==> src/rtl/div_pkg.sv <==
// Shared types and constants for the sequential signed divider.
// The magnitude helper is used at operand capture time.
package div_pkg;

    localparam int DIV_WIDTH = 32;
    localparam int DIV_ITER  = 32;
    localparam int CNT_W     = $clog2(DIV_ITER);
    localparam logic [DIV_WIDTH-1:0] INT_MIN = 32'h8000_0000;

    typedef enum logic [1:0] {
        IDLE = 2'd0,
        RUN  = 2'd1,
        FIX  = 2'd2,
        DONE = 2'd3
    } div_state_t;

    // |INT_MIN| wraps back to 0x80000000, which is the correct unsigned magnitude
    function automatic logic [DIV_WIDTH-1:0] abs_val(input logic [DIV_WIDTH-1:0] x);
        return x[DIV_WIDTH-1] ? (~x + 1'b1) : x;
    endfunction

endpackage

==> src/rtl/div_step.sv <==
// One restoring-division iteration on unsigned magnitudes.
// Shifts {rem, quo} left and keeps the trial subtraction when it does not borrow.
module div_step
    import div_pkg::*;
(
    input  logic [DIV_WIDTH:0]   rem,
    input  logic [DIV_WIDTH-1:0] quo,
    input  logic [DIV_WIDTH-1:0] div,
    output logic [DIV_WIDTH:0]   next_rem,
    output logic [DIV_WIDTH-1:0] next_quo
);

    logic [DIV_WIDTH+1:0] shifted;
    logic [DIV_WIDTH+1:0] trial;

    // One extra guard bit keeps the borrow test exact for any remainder value
    always_comb begin
        shifted  = {rem, quo[DIV_WIDTH-1]};
        trial    = shifted - {2'b00, div};
        next_quo = {quo[DIV_WIDTH-2:0], 1'b0};
        next_rem = shifted[DIV_WIDTH:0];
        if (!trial[DIV_WIDTH+1]) begin
            next_rem    = trial[DIV_WIDTH:0];
            next_quo[0] = 1'b1;
        end
    end

endmodule

==> src/rtl/div_seq.sv <==
// Sequential 32-bit signed divider: capture, 32 restoring iterations, sign fix, result pulse.
// A new ctrl_DIV in any state abandons the current division and restarts.
module div_seq
    import div_pkg::*;
#(
    parameter int WIDTH = DIV_WIDTH
)
(
    input  logic             clock,
    input  logic             reset,
    input  logic             ctrl_DIV,
    input  logic [WIDTH-1:0] data_operandA,
    input  logic [WIDTH-1:0] data_operandB,
    output logic [WIDTH-1:0] data_result,
    output logic             data_exception,
    output logic             data_resultRDY
);

    div_state_t state, next_state;

    logic [WIDTH:0]     rem_q;
    logic [WIDTH-1:0]   quo_q;
    logic [WIDTH-1:0]   div_q;
    logic [CNT_W-1:0]   count_q;
    logic               sign_q;
    logic               ovf_q;
    logic [WIDTH-1:0]   res_q;
    logic               exc_q;

    logic [WIDTH:0]     step_rem;
    logic [WIDTH-1:0]   step_quo;
    logic               b_zero;
    logic               last_iter;

    assign b_zero    = (data_operandB == '0);
    assign last_iter = (count_q == CNT_W'(DIV_ITER - 1));

    div_step u_step (
        .rem      (rem_q),
        .quo      (quo_q),
        .div      (div_q),
        .next_rem (step_rem),
        .next_quo (step_quo)
    );

    always_ff @(posedge clock or posedge reset) begin
        if (reset) begin
            state <= IDLE;
        end else begin
            state <= next_state;
        end
    end

    // A start pulse wins over whatever the FSM was doing; zero divisors skip the loop
    always_comb begin
        next_state = state;
        if (ctrl_DIV) begin
            next_state = b_zero ? DONE : RUN;
        end else begin
            case (state)
                IDLE:    next_state = IDLE;
                RUN:     next_state = last_iter ? FIX : RUN;
                FIX:     next_state = DONE;
                DONE:    next_state = IDLE;
                default: next_state = IDLE;
            endcase
        end
    end

    // Result and exception are staged in res_q/exc_q and only published in DONE
    always_ff @(posedge clock or posedge reset) begin
        if (reset) begin
            rem_q          <= '0;
            quo_q          <= '0;
            div_q          <= '0;
            count_q        <= '0;
            sign_q         <= 1'b0;
            ovf_q          <= 1'b0;
            res_q          <= '0;
            exc_q          <= 1'b0;
            data_result    <= '0;
            data_exception <= 1'b0;
            data_resultRDY <= 1'b0;
        end else begin
            data_resultRDY <= 1'b0;
            if (ctrl_DIV) begin
                sign_q  <= data_operandA[WIDTH-1] ^ data_operandB[WIDTH-1];
                ovf_q   <= (data_operandA == INT_MIN) && (data_operandB == '1);
                quo_q   <= abs_val(data_operandA);
                div_q   <= abs_val(data_operandB);
                rem_q   <= '0;
                count_q <= '0;
                if (b_zero) begin
                    res_q <= '0;
                    exc_q <= 1'b1;
                end
            end else begin
                case (state)
                    RUN: begin
                        rem_q   <= step_rem;
                        quo_q   <= step_quo;
                        count_q <= count_q + 1'b1;
                    end
                    FIX: begin
                        exc_q <= ovf_q;
                        if (ovf_q) begin
                            res_q <= INT_MIN;
                        end else begin
                            res_q <= sign_q ? (~quo_q + 1'b1) : quo_q;
                        end
                    end
                    DONE: begin
                        data_result    <= res_q;
                        data_exception <= exc_q;
                        data_resultRDY <= 1'b1;
                    end
                    default: begin
                    end
                endcase
            end
        end
    end

endmodule

==> config.mk <==
export PLATFORM = sky130hd
export DESIGN_NAME = div_seq
export DESIGN_NICKNAME = d
export VERILOG_FILES = /design/src/rtl/div_pkg.sv /design/src/rtl/div_step.sv /design/src/rtl/div_seq.sv
export SDC_FILE = /design/constraint.sdc
export NUM_CORES = 1
export LEC_CHECK = 0
export BUFFER_PORTS_ARGS = -buffer_cell sky130_fd_sc_hd__buf_2
export CORE_MARGIN = 3
export CORE_UTILIZATION = 54
export DETAILED_ROUTE_END_ITERATION = 7
export GPL_ROUTABILITY_DRIVEN = 0
export HOLD_SLACK_MARGIN = 0.08
export PLACE_DENSITY = 0.77
export SETUP_SLACK_MARGIN = 0.1
export SYNTH_ARGS = -nofsm -noshare
export SYNTH_HDL_FRONTEND = slang
export SYNTH_SLANG_ARGS = --single-unit
export TNS_END_PERCENT = 5
==> constraint.sdc <==
create_clock -name clock -period 8.4 [get_ports clock]
set_clock_uncertainty 0.2 [all_clocks]
set_input_delay 0.84 -clock clock [delete_from_list [all_inputs] [get_ports clock]]
set_output_delay 0.84 -clock clock [all_outputs]
set_load 0.02 [all_outputs]
==> summary.md <==
| Metric | Value |
|---|---|
| Status | `complete, no violations` |
| Vias in the first global route | `roughly 9,000` |
| Ys flop type | `dfrtp_1` |
| Sequential fraction of the synthesis area | `0.3915` |
| Arrival time worst endpoint | `~4200 ps` |
| Worst Setup Start Kind | `flop` |
| TritonCTS sink count | `roughly 170` |
| FF-to-FF Start | `rem_q[5]$_DFFE_PP0P_` |
| Hold-fix buffer count after cts | `0` |
| R2R Path End | `rem_q[0]$_DFFE_PP0P_` |
| Hold Path End | `data_result[7]$_DFFE_PP0P_` |
| Fmax | `approximately 240 MHz` |
| Max-slew violation count | `0` |
| Number of diodes | `0` |
| Post-DP HPWL | `around 18,000 microns` |
| Layout cells sized above 1 | `0.1206` |
| Row cnt | `a little over 50` |
| CTS Buf Count | `17` |
| Clock Tree Buf Depth | `2` |
| Starting Density | `0.5590` |
| Crit share post-route | `0.4872` |
| Root buffer cell | `clkbuf_16` |
| Synth Instances | `about 1,300` |
| Crit. End Element | `flop` |
| Residual DRC | `0` |
| Fill count | `around 1,800` |
| Top cell type's share of synthesized area | `0.3915` |
| I/O pin cnt | `101` |
| Pre-antenna DRT Iters | `5` |
| WP data required | `about 8500 ps` |
| Leakage power | `roughly 0.0057 uW` |
| Max Cap Violations | `0` |
| Vias/cell | `5.769` |
| Worst Max-Slew Pin Slew | `991.1 ps` |
| Via count | `about 9,400` |
| Dpl cells | `approximately 1,600` |
| Largest net degree at the start of global routing | `around 110` |
| CTS resizes | `0` |
| Worst R2R Setup Slack | `4310 ps` |
| Final wirelength | `25,140 microns` |
| Hold path start | `data_result[7]$_DFFE_PP0P_` |
| Non-Filler Instances | `1,633` |
| Fraction of registers with async set/reset | `1.000` |
| CORE AREA | `between 15,000 and 20,000 sq um` |
| Clock insertion delay at the later pin of the skew report | `around 440 ps` |
| Final hold viol count | `0` |
| Htree depth | `4` |
| Flops & latches, synth | `approximately 170` |
| Crit-path max FO | `31` |
| Mapped Avg Cell Area | `8.487 sq um` |
| Die W | `roughly 150 microns` |
| Yosys top cell by area | `dfrtp_1` |
| Area Growth Syn to Fin | `10.95%` |
| Starting DRT DRC Count | `between 700 and 800` |
| Final setup violation count | `0` |
| Syn nets | `1,409` |
| First-pass GRT wire length | `between 40,000 and 50,000 microns` |
| Routed WL per cell | `approximately 15 microns` |
| Worst Reg2Reg Path Length in Cells | `9` |
| Yosys cell types | `70` |
| Top cells by area, synth | `dfrtp_1 (39%), nand2_1 (8.4%), xor2_1 (5.6%)` |
| Number of flops mapped to enable cells by yosys | `0` |
| Area of the die | `22,230 sq um` |
| Nets | `between 1,000 and 1,500` |
| Slew HR | `0.3393` |
| Power per Cell Area | `about 260 nW/um^2` |
| Peak VDD IR | `0.1622 mV` |
| RSZ-0062 raised after global routing | `no` |
| Post-route ant nets | `0` |
| GRT Util Overall | `0.2305` |
| Hold Crit Class | `flop to flop` |
| Yosys synthesis warning count | `0` |
| CTS clk-pin slew, worst paths | `roughly 70 ps` |
| Post-CTS Setup Inserts | `0` |
| CP Class | `flop to flop` |
| Gr ovfl total | `0` |
| CTS tree | `yes` |
| Initial antenna violation count | `1` |
| Post-Syn Area | `11,060 sq um` |
| Die Y | `between 100 and 150 microns` |
| Tmin final | `between 4000 and 5000 ps` |
| Hold Crit Depth | `2` |
| Number of port buffers | `100` |
| TNS Setup | `0 ps` |
## state kept, by name (all words and copies together), names as in the netlist
register	count
state	2
ovf_q	1
rem_q	33
div_q	32
sign_q	1
res_q	32
data_result	32
data_exception	1
quo_q	32
count_q	5
data_resultRDY	1
exc_q	1
## report_power, final
part           internal, uW  switching (uW)
clock                   394             369
combinational           496             771
sequential             1010             158
total                  1900            1300
## metal layers
| layer | GRT usage | vias up | wire [microns] |
|---|---|---|---|
| met4 | 0.06362 | 2 | 295 |
| li1 | - | 4712 | - |
| met2 | 0.3793 | 239 | 12080 |
| met5 | 0 | - | 13 |
| met3 | 0.03403 | 27 | 1265 |
| met1 | 0.3202 | 4440 | 11490 |
## cells in the mapped netlist, types with 3 or more instances
cell and n:
a211oi_1 23, a21boi_0 4, a21o_1 5, a21oi_1 88, a221oi_1 3, a311oi_1 16, a31oi_1 4, and2_1 9
buf_1 15, buf_2 9, clkbuf_1 50, dfrtp_1 173, ha_1 38, inv_1 53, mux2_2 3, mux2i_1 27
nand2_1 247, nand2b_1 12, nand3_1 16, nand3b_1 6, nand4_1 19, nor2_1 95, nor2b_1 8, nor3_1 11
nor3b_1 5, nor4_1 8, o211ai_1 8, o21a_1 6, o21ai_0 63, o21ai_1 17, o21bai_1 5, o31ai_1 55
o41ai_1 16, or2_1 3, or3_1 9, or4_1 14, or4_4 4, xnor2_1 47, xor2_1 71
## cells in the final DEF (no fill, tap or decap), types with 17 or more instances in the layout
master     synthesis  routed
o21ai_0           63      63
inv_1             53      52
xnor2_1           47      46
clkbuf_16          0      17
nand4_1           19      19
nand2_1          247     247
buf_2              9      99
o21ai_1           17      17
nor2_1            95      95
a21oi_1           88      88
a211oi_1          23      23
ha_1              38      38
xor2_1            71      71
mux2i_1           27      27
dfrtp_1          173     173
o31ai_1           55      54
## cell type report
class                           instances  area (sq um)  area share
Clock buffer                           17         425.4     0.03467
Clock inverter                         15         145.1     0.01183
Inverter                               54         207.7     0.01693
Multi-Input combinational cell       1001          6267      0.5108
Sequential cell                       173          4329      0.3528
Tap cell                              265         331.6     0.02702
Timing Repair Buffer                  108         563.0     0.04589
## metrics by stage
stage	hold WS, ps	utilization	power [uW]	setup slack, ps	cell area, sq um
2_1_floorplan	238.6	-	2111	2672	11060
3_3_place_gp	252.2	0.5914	2403	4063	11700
3_5_place_dp	257.6	0.5914	2439	3998	11700
4_1_cts	275.1	0.6202	3210	4409	12270
5_1_grt	292.5	0.6202	3427	4197	12270
6_report	267.9	0.6202	3202	4308	12270
## cell families after synthesis
kind of cell | after synthesis | synth area share
and+or+nand+nor | 482 | 0.2016
AOI/OAI and AO/OA | 331 | 0.1943
DFF | 173 | 0.3915
buffers and inverters | 129 | 0.04548
xor gates and xnor gates | 118 | 0.09346
adders and majority gates | 39 | 0.04481
muxes | 31 | 0.02885
## worst max-delay path, cell delays in order (launching register included)
cell	delay (ps)
dfrtp_1	420
ha_1	380
a21oi_1	250
o21ai_0	190
a221oi_1	530
a21oi_1	270
nor4_1	780
xnor2_4	440
and2_1	300
o31ai_1	230
## how the worst max path moves through the flow
stage	slack (ps)	cells past startpoint	start	endpoint
after floorplan	2670	1	reset	count_q[0]$_DFFE_PP0P_
after global placement	4060	12	data_operandB[0]	res_q[26]$_DFFE_PP0P_
after detailed placement	4000	12	data_operandB[1]	res_q[16]$_DFFE_PP0P_
after CTS	4410	9	rem_q[5]$_DFFE_PP0P_	rem_q[0]$_DFFE_PP0P_
after global routing	4200	10	rem_q[5]$_DFFE_PP0P_	rem_q[1]$_DFFE_PP0P_
final	4310	9	rem_q[5]$_DFFE_PP0P_	rem_q[0]$_DFFE_PP0P_
No activity file was read; power rests on OpenSTA's default activity.
